$ cat config.mk
export PLATFORM = sky130hd
export DESIGN_NAME = ifetch_unit
export DESIGN_NICKNAME = d
export VERILOG_FILES = /design/src/rtl/core_pkg.sv /design/src/rtl/ifetch_fifo.sv /design/src/rtl/ifetch_unit.sv
export SDC_FILE = /design/constraint.sdc
export NUM_CORES = 1
export LEC_CHECK = 0
export CORE_UTILIZATION = 25
export DETAILED_ROUTE_END_ITERATION = 10
export SLEW_MARGIN = 30
export SYNTH_ARGS = -nofsm -noshare
export SYNTH_HDL_FRONTEND = slang
export SYNTH_HIERARCHICAL = 1
export SYNTH_SLANG_ARGS = --single-unit
$ cat constraint.sdc
create_clock -name clk -period 8.7 [get_ports clk]
set_clock_uncertainty 0.1 [all_clocks]
set_input_delay 1.305 -clock clk [delete_from_list [all_inputs] [get_ports clk]]
set_output_delay 1.305 -clock clk [all_outputs]
set_load 0.01 [all_outputs]
$ cat src/rtl/core_pkg.sv
// Shared core types and constants for the fetch stage.
package core_pkg;

  localparam int unsigned XLEN = 32;

  // addi x0, x0, 0
  localparam logic [XLEN-1:0] NOP_INSTR = 32'h0000_0013;

  typedef struct packed {
    logic [XLEN-1:0] word;
    logic [XLEN-1:0] pc;
    logic            misalign;
  } fetch_entry_t;

  typedef struct packed {
    logic [XLEN-1:0] pc;
    logic            misalign;
  } pend_entry_t;

endpackage

$ cat src/rtl/ifetch_fifo.sv
// Synchronous FIFO with an extra pointer bit for full/empty and a flush that empties it.
module ifetch_fifo #(
  parameter int unsigned DEPTH   = 2,
  parameter type         entry_t = logic [31:0]
) (
  input  logic                     clk,
  input  logic                     rst,
  input  logic                     flush,
  input  logic                     push,
  input  entry_t                   wdata,
  input  logic                     pop,
  output entry_t                   rdata,
  output logic                     full,
  output logic                     empty,
  output logic [$clog2(DEPTH):0]   count
);

  localparam int unsigned AW = $clog2(DEPTH);

  entry_t      mem_q [DEPTH];
  logic [AW:0] wptr_q, rptr_q;
  logic        do_push, do_pop;

  assign empty   = (wptr_q == rptr_q);
  assign full    = (wptr_q[AW] != rptr_q[AW]) && (wptr_q[AW-1:0] == rptr_q[AW-1:0]);
  assign count   = wptr_q - rptr_q;
  assign rdata   = mem_q[rptr_q[AW-1:0]];
  assign do_pop  = pop & ~empty;
  // A full FIFO still accepts a push when the head leaves in the same cycle.
  assign do_push = push & (~full | do_pop);

  always_ff @(posedge clk) begin
    if (rst || flush) begin
      wptr_q <= '0;
      rptr_q <= '0;
    end else begin
      if (do_push) wptr_q <= wptr_q + 1'b1;
      if (do_pop)  rptr_q <= rptr_q + 1'b1;
    end
  end

  always_ff @(posedge clk) begin
    if (do_push && !flush) mem_q[wptr_q[AW-1:0]] <= wdata;
  end

endmodule

$ cat src/rtl/ifetch_unit.sv
// Instruction fetch: issues imem requests under a credit limit, buffers in-order responses
// for decode, and drops wrong-path responses after a flush.
module ifetch_unit
  import core_pkg::*;
#(
  parameter int unsigned     DEPTH     = 2,
  parameter logic [XLEN-1:0] NOP_INSTR = core_pkg::NOP_INSTR
) (
  input  logic            clk,
  input  logic            rst,
  input  logic [XLEN-1:0] pc_in,
  input  logic            flush,
  output logic            fetch_stall,
  output logic            imem_req,
  output logic [XLEN-1:0] imem_addr,
  input  logic            imem_gnt,
  input  logic            imem_rvalid,
  input  logic [XLEN-1:0] imem_rdata,
  output logic            instr_valid,
  output logic [XLEN-1:0] instr,
  output logic [XLEN-1:0] instr_pc,
  output logic            instr_misalign,
  input  logic            instr_ready
);

  localparam int unsigned CW = $clog2(DEPTH) + 1;
  localparam int unsigned SW = CW + 1;

  logic [CW-1:0] outstanding_q, outstanding_d;
  logic [CW-1:0] discard_q, discard_d;
  logic [CW-1:0] ent_count, pend_count;
  logic          ent_full, ent_empty, pend_full, pend_empty;
  logic          can_issue, grant, rsp_ok, drop, ent_push, ent_pop;
  fetch_entry_t  ent_wdata, ent_head;
  pend_entry_t   pend_wdata, pend_head;

  // Words still awaiting discard remain in outstanding, so they hold credit too.
  assign can_issue = (SW'(outstanding_q) + SW'(ent_count)) < SW'(DEPTH);
  assign imem_req  = can_issue & ~flush & ~rst;
  assign imem_addr = pc_in;
  assign grant     = imem_req & imem_gnt;
  assign fetch_stall = ~flush & ~grant & ~rst;

  // A response with nothing outstanding is illegal and ignored.
  assign rsp_ok   = imem_rvalid & (outstanding_q != '0);
  assign drop     = rsp_ok & (discard_q != '0);
  assign ent_push = rsp_ok & ~drop;
  assign ent_pop  = instr_valid & instr_ready;

  assign pend_wdata = '{pc: pc_in, misalign: (pc_in[1:0] != 2'b00)};
  assign ent_wdata  = '{word: imem_rdata, pc: pend_head.pc, misalign: pend_head.misalign};

  always_comb begin
    outstanding_d = outstanding_q + CW'(grant) - CW'(rsp_ok);
    discard_d     = discard_q - CW'(drop);
    if (flush) begin
      discard_d = (outstanding_d > CW'(DEPTH)) ? CW'(DEPTH) : outstanding_d;
    end
  end

  always_ff @(posedge clk) begin
    if (rst) begin
      outstanding_q <= '0;
      discard_q     <= '0;
    end else begin
      outstanding_q <= outstanding_d;
      discard_q     <= discard_d;
    end
  end

  ifetch_fifo #(
    .DEPTH   (DEPTH),
    .entry_t (pend_entry_t)
  ) u_pend_fifo (
    .clk   (clk),
    .rst   (rst),
    .flush (1'b0),
    .push  (grant),
    .wdata (pend_wdata),
    .pop   (rsp_ok),
    .rdata (pend_head),
    .full  (pend_full),
    .empty (pend_empty),
    .count (pend_count)
  );

  ifetch_fifo #(
    .DEPTH   (DEPTH),
    .entry_t (fetch_entry_t)
  ) u_ent_fifo (
    .clk   (clk),
    .rst   (rst),
    .flush (flush),
    .push  (ent_push),
    .wdata (ent_wdata),
    .pop   (ent_pop),
    .rdata (ent_head),
    .full  (ent_full),
    .empty (ent_empty),
    .count (ent_count)
  );

  assign instr_valid    = ~ent_empty;
  assign instr          = instr_valid ? ent_head.word : NOP_INSTR;
  assign instr_pc       = instr_valid ? ent_head.pc : '0;
  assign instr_misalign = instr_valid & ent_head.misalign;

  always_ff @(posedge clk) begin
    if (!rst) begin
      assert (!(imem_rvalid && outstanding_q == '0))
        else $error("ifetch_unit: imem_rvalid with no outstanding request");
      assert (pend_count == outstanding_q)
        else $error("ifetch_unit: pending-PC queue out of step with outstanding count");
      assert (!(pend_empty && outstanding_q != '0))
        else $error("ifetch_unit: outstanding request without a pending PC");
      assert (!(grant && pend_full))
        else $error("ifetch_unit: grant with pending-PC queue full");
      assert (!(ent_push && ent_full && !ent_pop && !flush))
        else $error("ifetch_unit: entry queue overflow");
    end
  end

endmodule
==> summary.md, run 1 <==
| Metric | Value |
|---|---|
| Die height | 188 µm |
| Skew-Pair Late Insertion Delay | 520 ps |
| CP arrival | 3200 ps |
| Inserted Diodes | 0 |
| Total global-route track usage | 9.81% |
| VDD IR max | 0.141 mV |
| Run status | finished, final reports clean |
| Die W | 188 µm |
| Worst stage delay on the critical path | 500 ps |
| Comb pwr share | 11.1% |
| HPWL Detailed | 10.4 mm |
| Global-route wire length before repair | 26.8 mm |
| Clock-pin slew on the worst setup and hold paths | 60 ps |
| Period minus WS final | 4610 ps |
| Vias in the first global route | 4765 |
| CTS hold repair buffers | 0 |
| Crit path max fanout | 6 |
| Crit Path Class | reg -> out |
| FP Rows | 67 |
| Most used cell, CP | inv_1 |
| CTS sink cnt | 210 |
| Die outline area | 0.0352 mm² |
| Unrepaired setup endpoints after global routing | no |
| Num CTS Buffers | 24 |
| Net switching power | 525 µW |
| MaxCap Viol Count | 0 |
| Core Box Area | 0.0337 mm² |
| Antenna-violating nets left | 0 |
| Slew headroom | 41.7% |
| Via/cell ratio | 4.04 |
| Pleak | 0.00367 µW |
| FF/Latch Area | 0.00617 mm² |
| Power Dens Cells | 211 mW/mm² |
| Via count | 4556 |
| Post-CTS setup buffers | 0 |
| Number of remaining DRC errors | 0 |
| Fillers | 3281 |
| # resized after CTS | 0 |
| Setup ws final | 4090 ps |
| Yosys warning total | 6 |
| Max clock buf depth | 3 |
| CTS tree | done |
| Hold Fails Final Rpt | 0 |
| Placer Congestion | 0.685 |
| Mapped Cells | 505 |
| WP data required | 7300 ps |
| Layout cells sized above 1 | 23.7% |
| Worst Tran Pin Value | 875 ps |
| Worst setup EP type | output port |
| P_int | 1890 µW |
| 1st-iter DRT viols | 106 |
| CP cell instances | inv_1 -> ha_1 -> inv_1 -> and2_1 -> fa_1 -> nor4_2 -> nand2_1 -> inv_2 -> nor3_1 -> clkdlybuf4s50_1 |
| Multi-input logic area | 0.00213 mm² |
| Final setup vio count | 0 |
| Min-Delay Path Class | reg -> reg |
| Setup TNS | 0 ps |
| Largest net degree at the start of global routing | 68 |
| Starting density of the core | 25.6% |
| H-tree depth | 1 |
| Slowest CP cell | clkdlybuf4s50_1 |
| Reg2Reg Setup Slack | 5380 ps |
| Syn avg cell area | 17.1 µm² |
| Fin util | 33.9% |
| Antenna violations before repair | 0 |
| Port Buffers | 169 |
| Area of the mapped netlist | 0.00862 mm² |
| Clk root buf | clkbuf_16 |
| Maximum clock rate | 0.217 GHz |
| 1st-pass router iterations | 4 |
| Area delta synth->final | 32.5% |
| Post-layout net count | 738 |
| Grt ovf | 0 |
| Worst slack, placed | 4170 ps |
| Worst Path Buf+Inv | 4 |
| Clock power frac | 40.3% |
| Crit path launch type | register |
| Final max-slew violation count | 0 |
| DRT Wirelength | 17.4 mm |
| Final period util | 53.0% |
| Wire per inst | 15.5 µm |
| # IOs | 170 |
| Sw Ratio | 21.8% |
| Seq pwr share | 48.6% |
| Delay-heaviest family, CP | adder cells |
## final cells by class
class,count,share of cell area [%]
Sequential cell,210,54.0
Inverter,8,0.263
Multi-Input combinational cell,242,18.6
Clock buffer,27,5.36
Timing Repair Buffer,176,15.4
Clock inverter,16,1.36
Tap cell,448,4.91
## worst min-delay path: stages, from the launching register on
cell and delay [ps]:
dfxtp_1 350, nand2_1 90, mux2i_1 60
## per-stage QoR
step,total power [µW],area [µm²],cells,hold slack (ps)
2_1_floorplan,1340,8640,510,376
3_3_place_gp,1460,10600,1083,398
3_5_place_dp,1470,10700,1084,414
4_1_cts,2460,11400,1127,423
5_1_grt,2520,11400,1127,463
6_report,2410,11400,1127,430
## power by group through the flow
| stage | sequential (µW) | combinational, µW | clock, µW |
|---|---|---|---|
| 2_1_floorplan | 1200 | 148 | 0 |
| 3_3_place_gp | 1190 | 271 | 0 |
| 3_5_place_dp | 1190 | 273 | 0 |
| 4_1_cts | 1170 | 276 | 1020 |
| 5_1_grt | 1180 | 295 | 1050 |
| 6_report | 1170 | 269 | 972 |
## sequential cells by signal (all words and copies together) (netlist names), named ones only
signal,cells
discard_q,2
outstanding_q,2
u_ent_fifo/mem_q,130
u_ent_fifo/rptr_q,2
u_ent_fifo/wptr_q,2
u_pend_fifo/mem_q,66
u_pend_fifo/rptr_q,2
u_pend_fifo/wptr_q,2
## worst paths after layout
path | from | to | cells after the start
setup reg to reg | u_ent_fifo/wptr_q[0]$_SDFFE_PP0P_ | u_pend_fifo/mem_q[0][28]$_DFFE_PP_ | 11
hold reg to reg | u_pend_fifo/rptr_q[0]$_SDFFE_PP0P_ | register | 2
hold / removal | u_pend_fifo/rptr_q[0]$_SDFFE_PP0P_ | register | 2
setup / recovery | u_ent_fifo/wptr_q[0]$_SDFFE_PP0P_ | fetch_stall | 10
## metal layers
layer | wire length, µm | track usage [%] | up-vias
met5 | 0 | 0 | -
li1 | - | - | 2159
met3 | 865 | 2.13 | 27
met2 | 8530 | 17.0 | 146
met1 | 7500 | 12.0 | 2224
met4 | 524 | 3.31 | 0
## cell usage in the layout, fill, tap and decap left out, types with 2 or more instances in the layout
| cell | count |
|---|---|
| xnor2_2 | 2 |
| clkbuf_16 | 24 |
| a2111oi_2 | 2 |
| a21oi_1 | 2 |
| nand2b_1 | 4 |
| clkdlybuf4s50_1 | 169 |
| buf_4 | 6 |
| nor3_1 | 2 |
| dfxtp_4 | 2 |
| edfxtp_1 | 196 |
| or2_2 | 4 |
| o21ai_2 | 2 |
| nand2_1 | 11 |
| bufinv_16 | 3 |
| ha_1 | 5 |
| conb_1 | 6 |
| nor2b_1 | 64 |
| inv_1 | 7 |
| nor3_2 | 4 |
| clkbuf_1 | 3 |
| clkinv_2 | 3 |
| dfxtp_1 | 12 |
| a31oi_1 | 3 |
| nor2_1 | 8 |
| clkinv_1 | 9 |
| mux2_2 | 98 |
| or3_1 | 4 |
| o211ai_2 | 2 |
| mux2i_1 | 8 |
| a21boi_2 | 2 |
No activity file was read; power rests on OpenSTA's default activity.
==> inputs of run 2 (changes only) <==
clock period = 4.3 ns   (was 8.7 ns; I/O delays follow)
==> run 2 against run 1 <==
Compared with the run above: wire length is 1.3% lower; flip-flop and latch count stayed put; setup slack worse by 3800 ps; total power is 96% higher; highest routed layer unchanged; final cell count stayed put; via count is 0.35% higher; register-to-register slack worse by 4400 ps; count of clock-buffer cells in the layout is 1 lower; sequential share of layout area is 0.24 points higher.
==> summary.md, run 2 (synthesized netlist as in run 1, its figures left out) <==
| Metric | Value |
|---|---|
| Reg2Reg Setup Slack | 950 ps |
| Via/cell ratio | 4.06 |
| Worst stage delay on the critical path | 500 ps |
| FP Rows | 67 |
| H-tree depth | 1 |
| Delay-heaviest family, CP | adder cells |
| Num CTS Buffers | 24 |
| Post-layout net count | 741 |
| Grt ovf | 0 |
| Crit Path Class | reg -> out |
| Crit path max fanout | 6 |
| Hold Fails Final Rpt | 0 |
| Pleak | 0.00365 µW |
| CP cell instances | inv_1 -> ha_1 -> inv_1 -> and2_1 -> fa_1 -> nor4_2 -> nand2_1 -> inv_2 -> nor3_1 -> clkdlybuf4s50_1 |
| Most used cell, CP | inv_1 |
| Post-route insts no fill | 1127 |
| Power Dens Cells | 415 mW/mm² |
| Port Buffers | 169 |
| CTS tree | done |
| Metal2 WL | 8.28 mm |
| Maximum clock rate | 0.250 GHz |
| Max clock buf depth | 3 |
| Worst Path Buf+Inv | 4 |
| Fillers | 3258 |
| Largest net degree at the start of global routing | 45 |
| Clock-pin slew on the worst setup and hold paths | 60 ps |
| Highest-count cells in the layout ignoring fill and taps | edfxtp_1 (196), clkdlybuf4s50_1 (169), mux2_2 (98), nor2b_1 (64), clkbuf_16 (24) |
| R2R depth | 11 |
| DP Cell Count | 1087 |
| Die W | 188 µm |
| Number of remaining DRC errors | 0 |
| Area delta synth->final | 31.9% |
| Crit path capture | fetch_stall |
| Met1 WL | 7.55 mm |
| Final setup vio count | 0 |
| Slowest CP cell | clkdlybuf4s50_1 |
| Hold Startpoint | u_pend_fifo/wptr_q[0]$_SDFFE_PP0P_ |
| VDD IR max | 0.273 mV |
| Inserted Diodes | 0 |
| Slew headroom | 57.9% |
| Met3 WL | 931 µm |
| Skew-Pair Late Insertion Delay | 510 ps |
| Min-Delay Path Class | reg -> reg |
| Placer Congestion | 0.694 |
| CTS hold repair buffers | 0 |
| Core Box Area | 0.0337 mm² |
| Antenna violations before repair | 0 |
| Worst setup EP type | output port |
| Clk root buf | clkbuf_16 |
| 1st-iter DRT viols | 119 |
| Global-route wire length before repair | 26.4 mm |
| MaxCap Viol Count | 0 |
| Final max-slew violation count | 0 |
| Vias in the first global route | 4759 |
| Total global-route track usage | 9.65% |
| Starting density of the core | 25.6% |
| Via count | 4572 |
| 1st-pass router iterations | 4 |
| # resized after CTS | 0 |
| Period minus WS final | 3990 ps |
| Final period util | 92.9% |
| Crit path launch type | register |
| DRT Wirelength | 17.2 mm |
| Die height | 188 µm |
| Most common cell after layout, fill and taps aside | edfxtp_1 |
| Run status | finished, final reports clean |
| Worst reg2reg startpoint | u_ent_fifo/wptr_q[0]$_SDFFE_PP0P_ |
| Unrepaired setup endpoints after global routing | no |
| Post-CTS setup buffers | 0 |
| Wire per inst | 15.3 µm |
| Die outline area | 0.0352 mm² |
| WP data required | 3560 ps |
| Worst flop-to-flop path endpoint | u_pend_fifo/mem_q[0][2]$_DFFE_PP_ |
| CP Depth | 10 |
| CTS sink cnt | 210 |
| Antenna-violating nets left | 0 |
| Highest metal used | met4 |
| Largest register FFs | 130 |
| HPWL Detailed | 10.6 mm |
| Worst Tran Pin Value | 631 ps |
| CP arrival | 3250 ps |
| Layout cells sized above 1 | 24.3% |
| Crit path launch | u_ent_fifo/wptr_q[0]$_SDFFE_PP0P_ |
| Total power | 4720 µW |
| # IOs | 170 |
-- run 2: cell types whose count changed in the layout (fill, tap and decap cells not counted) --
| cell | change |
|---|---|
| and2_2 | +1 |
| and2_4 | -1 |
| buf_12 | +1 |
| buf_16 | -1 |
| buf_4 | +3 |
| bufinv_16 | -3 |
| clkbuf_1 | -1 |
| clkinv_1 | -3 |
| clkinv_2 | +1 |
| clkinv_4 | +1 |
| clkinvlp_4 | +2 |
| nor3_2 | -2 |
| nor3_4 | +2 |
-- run 2: routing by layer --
metal / global-route usage (%) / vias to the layer above
met1: 11.9 / 2255
met5: 0 / -
li1: - / 2156
met2: 16.6 / 135
met4: 2.81 / 0
met3: 2.41 / 26
-- run 2: final cells by class --
| class | instances | area (µm²) | share of cell area (%) |
|---|---|---|---|
| clock buffer | 26 | 608 | 5.35 |
| clock inverter | 14 | 82.6 | 0.726 |
| inverter | 8 | 30.0 | 0.264 |
| multi-input combinational | 242 | 2140 | 18.8 |
| sequential | 210 | 6170 | 54.3 |
| tap | 448 | 561 | 4.93 |
| timing repair buffer | 179 | 1780 | 15.6 |
-- run 2: metrics by stage --
step                      instance area, µm²  setup TNS, ps  hold slack, ps  utilization, %  worst slack (ps)
after global routing                   11400              0             457            33.7              9.29
after detailed placement               10700              0             422            31.7               838
after global placement                 10700              0             411            31.7               843
final                                  11400              0             430            33.7               306
after CTS                              11400              0             433            33.7               251
after floorplan                         8650        -102590             376               -              -721
-- run 2: worst min-delay path by stage --
| stage | cells after the start | end |
|---|---|---|
| after floorplan | 2 | u_pend_fifo/wptr_q[0]$_SDFFE_PP0P_ |
| after global placement | 2 | u_pend_fifo/wptr_q[0]$_SDFFE_PP0P_ |
| after detailed placement | 2 | u_pend_fifo/wptr_q[0]$_SDFFE_PP0P_ |
| after CTS | 2 | u_pend_fifo/wptr_q[0]$_SDFFE_PP0P_ |
| after global routing | 2 | u_pend_fifo/wptr_q[0]$_SDFFE_PP0P_ |
| final | 2 | u_pend_fifo/wptr_q[0]$_SDFFE_PP0P_ |
-- run 2: power breakdown --
part,total (µW),switching [µW],internal (µW)
clock network,1800,788,1010
registers,2370,28.9,2340
logic,545,259,286
total,4720,1080,3640
-- run 2: tightest hold or removal path: stages (launching register included) --
cell     delay [ps]
dfxtp_1         350
nand2_1          70
mux2i_1          60
==> inputs of run 3 (changes only) <==
REMOVE_ABC_BUFFERS = 1   (was not set)
==> run 3 against run 2 <==
Compared with the run above: final cell count grew 0.18%; combinational power decreased by 0.9%; cell area rose by 0.39%; first-iteration DRC count decreased by 32%.
==> summary.md, run 3 (synthesized netlist as in run 1, its figures left out) <==
| Metric | Value |
|---|---|
| Run status | finished, final reports clean |
| FP Rows | 67 |
| Power Dens Cells | 427 mW/mm² |
| Global-route wire length before repair | 26.2 mm |
| Pleak | 0.00366 µW |
| CTS tree | done |
| Worst flop-to-flop path endpoint | u_pend_fifo/mem_q[1][30]$_DFFE_PP_ |
| Port Buffers | 169 |
| Final setup vio count | 0 |
| Max clock buf depth | 3 |
| Multi-input logic area | 0.00213 mm² |
| H-tree depth | 1 |
| Via/cell ratio | 4.01 |
| Clk root buf | clkbuf_16 |
| Num CTS Buffers | 25 |
| CTS hold repair buffers | 0 |
| Setup TNS | 0 ps |
| Hold Fails Final Rpt | 0 |
| Clock-pin slew on the worst setup and hold paths | 60 ps |
| Crit path launch | u_ent_fifo/wptr_q[0]$_SDFFE_PP0P_ |
| Crit Path Class | reg -> out |
| Highest-count cells in the layout ignoring fill and taps | edfxtp_1 (196), clkdlybuf4s50_1 (169), mux2_2 (98), nor2b_1 (64), clkbuf_16 (25) |
| Seq pwr share | 48.7% |
| # IOs | 170 |
| HPWL Detailed | 10.4 mm |
| Inserted Diodes | 0 |
| Die height | 188 µm |
| MaxCap Viol Count | 0 |
| Largest net degree at the start of global routing | 68 |
| Starting density of the core | 25.6% |
| Min-Delay Path Class | reg -> reg |
| DRT Wirelength | 17.2 mm |
| VDD IR max | 0.291 mV |
| Antenna violations before repair | 0 |
| Via count | 4525 |
| Comb pwr share | 11.1% |
| Most common cell after layout, fill and taps aside | edfxtp_1 |
| Slew headroom | 47.0% |
| WP data required | 3560 ps |
| Layout cells sized above 1 | 23.9% |
| Total global-route track usage | 9.64% |
| Die outline area | 0.0352 mm² |
| Net switching power | 1060 µW |
| Largest register FFs | 130 |
| Period minus WS final | 3960 ps |
| R2R depth | 11 |
| Crit path launch type | register |
| Crit path capture | fetch_stall |
| Clock power frac | 40.3% |
| Post-layout net count | 740 |
| Unrepaired setup endpoints after global routing | no |
| Antenna-violating nets left | 0 |
| Post-CTS setup buffers | 0 |
| Total power | 4870 µW |
| Area delta synth->final | 32.4% |
| Grt ovf | 0 |
| Number of remaining DRC errors | 0 |
| Placer Congestion | 0.700 |
| Wire per inst | 15.3 µm |
| Reg2Reg Setup Slack | 980 ps |
| Fillers | 3333 |
| 1st-iter DRT viols | 81 |
| Worst slack, placed | 883 ps |
| Skew-Pair Late Insertion Delay | 510 ps |
| Setup ws final | 337 ps |
| FF/Latch Area | 0.00617 mm² |
| # resized after CTS | 0 |
| Sw Ratio | 21.9% |
| Core Box Area | 0.0337 mm² |
| 1st-pass router iterations | 3 |
| P_int | 3810 µW |
| CP arrival | 3220 ps |
| Worst reg2reg startpoint | u_ent_fifo/wptr_q[0]$_SDFFE_PP0P_ |
| Final period util | 92.2% |
| Maximum clock rate | 0.252 GHz |
| Vias in the first global route | 4756 |
| Final max-slew violation count | 0 |
| Worst Tran Pin Value | 795 ps |
| Crit path max fanout | 6 |
| CTS sink cnt | 210 |
| Die W | 188 µm |
| Worst setup EP type | output port |
[run 3: changes by cell type in the layout (fill, tap and decap cells not counted), moves of 2 or more]
cell       previous run  this run
nor3_4                2         0
bufinv_16             0         2
clkbuf_1              2         8
nor3_2                2         4
clkinv_1              6         4
buf_4                 9         7
[run 3: worst min path at each step]
| stage | startpoint | endpoint | slack [ps] | cells after the start |
|---|---|---|---|---|
| 2_1_floorplan | u_ent_fifo/wptr_q[0]$_SDFFE_PP0P_ | u_ent_fifo/wptr_q[0]$_SDFFE_PP0P_ | 380 | 2 |
| 3_3_place_gp | u_ent_fifo/wptr_q[0]$_SDFFE_PP0P_ | u_ent_fifo/wptr_q[0]$_SDFFE_PP0P_ | 400 | 2 |
| 3_5_place_dp | u_ent_fifo/wptr_q[0]$_SDFFE_PP0P_ | u_ent_fifo/wptr_q[0]$_SDFFE_PP0P_ | 410 | 2 |
| 4_1_cts | u_ent_fifo/wptr_q[0]$_SDFFE_PP0P_ | u_ent_fifo/wptr_q[0]$_SDFFE_PP0P_ | 430 | 2 |
| 5_1_grt | u_ent_fifo/wptr_q[0]$_SDFFE_PP0P_ | u_ent_fifo/wptr_q[0]$_SDFFE_PP0P_ | 440 | 2 |
| 6_report | u_ent_fifo/wptr_q[0]$_SDFFE_PP0P_ | u_ent_fifo/wptr_q[0]$_SDFFE_PP0P_ | 430 | 2 |
[run 3: final cells by class]
class,count,area share [%]
sequential,210,54.1
clock inverter,11,0.921
multi-input combinational,242,18.6
tap,448,4.91
timing repair buffer,177,15.5
clock buffer,33,5.74
inverter,8,0.263
[run 3: metrics by stage]
stage / cell area, µm² / instances / hold slack (ps) / utilization, %
final: 11400 / 1129 / 426 / 33.9
after global routing: 11400 / 1129 / 440 / 33.9
after CTS: 11400 / 1129 / 428 / 33.9
after detailed placement: 10700 / 1085 / 414 / 31.6
after global placement: 10700 / 1085 / 398 / 31.6
after floorplan: 8300 / 460 / 376 / -
[run 3: worst max-delay path, stage by stage, from the launching register on]
cell	delay (ps)
dfxtp_1	390
inv_1	100
ha_1	400
inv_1	60
and2_1	160
fa_1	450
nor4_2	340
nand2_1	150
inv_2	110
nor3_1	50
clkdlybuf4s50_1	500
[run 3: power by group through the flow]
| stage | Clock [µW] | Combinational, µW | Sequential, µW |
|---|---|---|---|
| 2_1_floorplan | 0 | 262 | 2420 |
| 3_5_place_dp | 0 | 552 | 2410 |
| 6_report | 1960 | 540 | 2370 |
| 4_1_cts | 2040 | 556 | 2370 |
| 5_1_grt | 2110 | 592 | 2380 |
| 3_3_place_gp | 0 | 545 | 2410 |
[run 3: per-layer routing]
layer  wire (µm)  track usage, %  up-vias
li1            -               -     2155
met4         503            3.03        0
met1        7510            11.8     2218
met5           0               0        -
met2        8450            16.9      126
met3         769            2.02       26
